`src/rtl/modulo_updown_counter.sv`:
```
// Modulo-m up/down counter with runtime-loadable modulus, one-shot mode,
// terminal-count flag, wrap pulse, sticky done flag and a cascade wrap counter.
module modulo_updown_counter #(
  parameter int unsigned WIDTH  = 32,
  parameter int unsigned K      = 16,
  parameter int unsigned WRAP_W = 8
) (
  input  logic              clk,
  input  logic              reset,
  input  logic              en,
  input  logic              dir,
  input  logic              clear,
  input  logic              load,
  input  logic [WIDTH-1:0]  load_val,
  input  logic [WIDTH-1:0]  mod_k,
  input  logic              oneshot,
  output logic [WIDTH-1:0]  count,
  output logic              tc,
  output logic              wrap,
  output logic              done,
  output logic [WRAP_W-1:0] wraps
);

  localparam logic [WIDTH-1:0] KVal = WIDTH'(K);

  typedef enum logic [0:0] {StRun, StHalt} state_e;

  state_e              state_q;
  logic [WIDTH-1:0]    count_q;
  logic [WIDTH-1:0]    m_q;
  logic                wrap_q;
  logic [WRAP_W-1:0]   wraps_q;

  logic [WIDTH-1:0]    m_new;
  logic [WIDTH-1:0]    term;
  logic [WIDTH-1:0]    load_sat;

  // Modulus candidate, terminal value for the current direction and saturated load value.
  always_comb begin
    m_new    = (mod_k == '0) ? KVal : mod_k;
    term     = dir ? (m_q - WIDTH'(1)) : '0;
    load_sat = (load_val >= m_new) ? (m_new - WIDTH'(1)) : load_val;
  end

  // Count, modulus, wrap pulse, wrap counter and RUN/HALT state.
  always_ff @(posedge clk or negedge reset) begin
    if (!reset) begin
      state_q <= StRun;
      count_q <= '0;
      m_q     <= KVal;
      wrap_q  <= 1'b0;
      wraps_q <= '0;
    end else begin
      wrap_q <= 1'b0;
      if (clear) begin
        count_q <= '0;
        m_q     <= m_new;
        state_q <= StRun;
        wraps_q <= '0;
      end else if (load) begin
        count_q <= load_sat;
        m_q     <= m_new;
        state_q <= StRun;
      end else if (en && (state_q == StRun)) begin
        if (count_q != term) begin
          count_q <= dir ? (count_q + WIDTH'(1)) : (count_q - WIDTH'(1));
        end else begin
          // Terminal step: either halt in place (one-shot) or wrap to the opposite end.
          wrap_q  <= 1'b1;
          wraps_q <= wraps_q + WRAP_W'(1);
          if (oneshot) begin
            state_q <= StHalt;
          end else begin
            count_q <= dir ? '0 : (m_q - WIDTH'(1));
          end
        end
      end
    end
  end

  assign count = count_q;
  assign tc    = (count_q == term);
  assign wrap  = wrap_q;
  assign done  = (state_q == StHalt);
  assign wraps = wraps_q;

endmodule

```
`config.mk`:
```
export PLATFORM = sky130hd
export DESIGN_NAME = modulo_updown_counter
export DESIGN_NICKNAME = d
export VERILOG_FILES = /design/src/rtl/modulo_updown_counter.sv
export SDC_FILE = /design/constraint.sdc
export NUM_CORES = 1
export LEC_CHECK = 0
export BUFFER_PORTS_ARGS = -buffer_cell sky130_fd_sc_hd__buf_2
export CAP_MARGIN = 5
export CORE_MARGIN = 4
export CORE_UTILIZATION = 50
export DETAILED_ROUTE_END_ITERATION = 6
export PLACE_DENSITY = 0.71
export SKIP_CTS_REPAIR_TIMING = 1
export SLEW_MARGIN = 10
export SYNTH_ARGS = -nofsm -noshare
export SYNTH_HDL_FRONTEND = slang
export SYNTH_SLANG_ARGS = --single-unit
```
`constraint.sdc`:
```
create_clock -name clk -period 13 [get_ports clk]
set_input_delay 2.6 -clock clk [delete_from_list [all_inputs] [get_ports clk]]
set_output_delay 2.6 -clock clk [all_outputs]
set_load 0.01 [all_outputs]
```
==> reports/qor.csv <==
stage;metric;value;unit
outcome;status;finished, final reports clean;
power_and_ir_drop;vdd_drop_max;0.0536;mV
synth;muxShareOfSynthArea;5.55;%
synth;synthSimpleGateAreaFrac;22.7;%
grt;grt_pass1_vias;7758;
drt;remaining_drc_errors;0;
synth;synth_top_family_by_area;compound AO/OA/AOI/OAI gates;
grt;groute.usage.overall;27.1;%
drt;top_layer_used;met4;
synth;synth-main-ff-cell;dfrtp_1;
critical_path;cp-end-kind;output port;
placement;placed_cell_area;9210;um2
critical_path;required;10400;ps
timing;fin_crit;8990;ps
synth;synth_edf_count;0;
finish;design_area;9530;um2
drt;wl;27200;um
die;initial_core_util;51.3;%
synth;syn_avg_cell_area;8.05;um2
placement;dpl.cell_count;1349;
finish;antenna_cells;0;
power_and_ir_drop;p_leak;4.18;nW
finish;fin_cells;1365;
clock_tree;clockRootBuffer;clkbuf_16;
worst_hold_path;min_path_type;register to register;
die;io_pins;114;
die;dieArea;19300;um2
placement;port-buffer-count;113;
critical_path;crit_arrival;6390;ps
synth;synth_cells;1064;
finish;final_nets;1277;
placement;gp_congestion;0.946;
timing;rsz0062_at_grt;no;
timing;worstMarginPinSlew;933;ps
clock_tree;htree_num_levels;3;
die;die_x;139;um
job;cap_violations;0;
grt;grt_start_max_net_pins;82;
timing;fin_setup_tns;0;ps
clock_tree;insertion_delay;360;ps
drt;dr.first_iter.drc_count;850;
die;rows;47;
synth;synth_compound_area_share;26.9;%
synth;ys_types;91;
critical_path;startpoint_type;input port;
timing;clock_skew;8.20;ps
finish;final_common_cell;buf_2;
timing;max_freq;0.111;GHz
synth;syn-cell-area;8570;um2
power_and_ir_drop;p_per_area;97.4;nW/um2
clock_tree;clock_path_buffers;2;
finish;final_cell_mix;buf_2, nand2_1, o21ai_0;
drt;drtPass1Iterations;5;
synth;async_flop_share;100;%
synth;synthAdderAreaFrac;9.73;%
drt;ant_nets;0;
synth;synth_nets;1201;
clock_tree;cts_buffers;9;
timing;setup_violations;0;
timing;slew_violations;0;
drt;met1_length;12500;um
drt;vias;8677;
clock_tree;path_clk_slew;50;ps
timing;post-route-period-util;69.2;%
timing;slew_headroom;37.8;%
critical_path;path_class;input port to output port;
finish;area_delta_synth_final;11.3;%
drt;wl_met3;2510;um
placement;dp_hpwl;21200;um
timing;finalHoldViolations;0;
grt;overflow;0;
synth;synth_xor_area_share;8.11;%
timing;hold_ws;527;ps
die;core_region_area;16700;um2
synth;synth_seq_area_share;21.6;%
grt;antenna_found_initial;0;
synth;ys_ff_latch;74;
placement;post-place-ws;4090;ps
drt;wl_per_cell;20.0;um
critical_path;critPathMaxFanout;55;
grt;grt_pass1_wl;42300;um
die;die_y;139;um
finish;layout-drive-gt1-share;16.0;%
drt;via_per_inst;6.36;
clock_tree;cts_sinks;74;
synth;ys_warn_count;0;
clock_tree;tritoncts;yes;
timing;setup_ws;4010;ps
drt;met2_length;11500;um
[path summary, 6_finish.rpt]
check | from | end | slack [ps] | cells past startpoint
max | dir | tc | 4010 | 10
min | m_q[30] | m_q[30] | 530 | 2
max reg2reg | m_q[0] | count[5] | 7710 | 13
min reg2reg | m_q[30] | m_q[30] | 530 | 2
max in group asynchronous | reset | count[22] | 10000 | 1
min in group asynchronous | reset | wraps[3] | 2350 | 1
[sequential cells by signal, summed over array words and instances (netlist names)]
signal / cells
count: 32
wrap: 1
done: 1
wraps: 8
m_q: 32
[per-layer routing]
| metal | track usage (%) | up-vias |
|---|---|---|
| li1 | - | 4205 |
| met1 | 40.1 | 3988 |
| met2 | 39.6 | 428 |
| met3 | 4.90 | 56 |
| met4 | 9.68 | 0 |
| met5 | 0 | - |
[final cells by class]
| type | count | area, um2 |
|---|---|---|
| sequential | 74 | 1850 |
| inverter | 54 | 205 |
| fill | 1611 | 7170 |
| timing repair buffer | 119 | 613 |
| tap | 220 | 275 |
| clock buffer | 13 | 280 |
| multi-input combinational | 882 | 6260 |
| clock inverter | 3 | 45.0 |
[metrics by stage]
step                power (W)  utilization (%)
floorplan            0.000537                -
detailed placement   0.000650             55.1
CTS                  0.000924             57.1
finish               0.000929             57.1
global route         0.000979             57.1
global placement     0.000646             55.1
[worst max-delay path, cell delays in order]
cell and delay [ps]:
buf_2 640, clkinv_1 210, buf_4 390, or4b_1 580, o311a_1 140, nor4_1 370
and4_1 500, nand3_4 390, inv_4 360, buf_2 200
[synth_stat cells (7+ instances only)]
cell,number,area share [%]
and3_1,7,0.51
or4_1,19,1.7
o21a_1,14,1.2
nor4_1,28,2.0
dfrtp_1,73,21
a32oi_1,15,1.5
nor3_1,35,2.0
ha_1,65,9.5
nand2b_1,12,0.88
a21o_1,26,2.3
o211ai_1,9,0.79
nor2b_1,13,0.95
mux2_2,19,2.5
nand3_1,19,1.1
o31ai_1,13,1.1
o21ai_1,9,0.53
buf_2,10,0.58
a221o_1,12,1.4
a21oi_1,57,3.3
a31oi_1,9,0.66
or3_1,18,1.3
xor2_1,20,2.0
mux2i_1,25,2.9
inv_1,52,2.3
xnor2_1,49,5.0
o31a_1,11,1.1
nand2_1,84,3.7
nand4_1,20,1.5
clkbuf_1,35,1.5
a211oi_1,13,1.1
nor2_1,69,3.0
or2_2,11,0.80
o21ai_0,80,4.7
[kinds of logic after synthesis]
logic type / count (synthesis)
flops: 74
xor+xnor: 73
buf+inv: 108
fa+ha+maj: 66
mux: 45
compound gates: 332
simple gates: 366
[where the power goes]
part / internal (W) / switching (W)
Sequential: 0.000251 / 0.0000456
Clock: 0.000169 / 0.000102
Combinational: 0.000153 / 0.000207
Total: 0.000574 / 0.000355
Note: power is estimated with default switching activity, not from simulation.
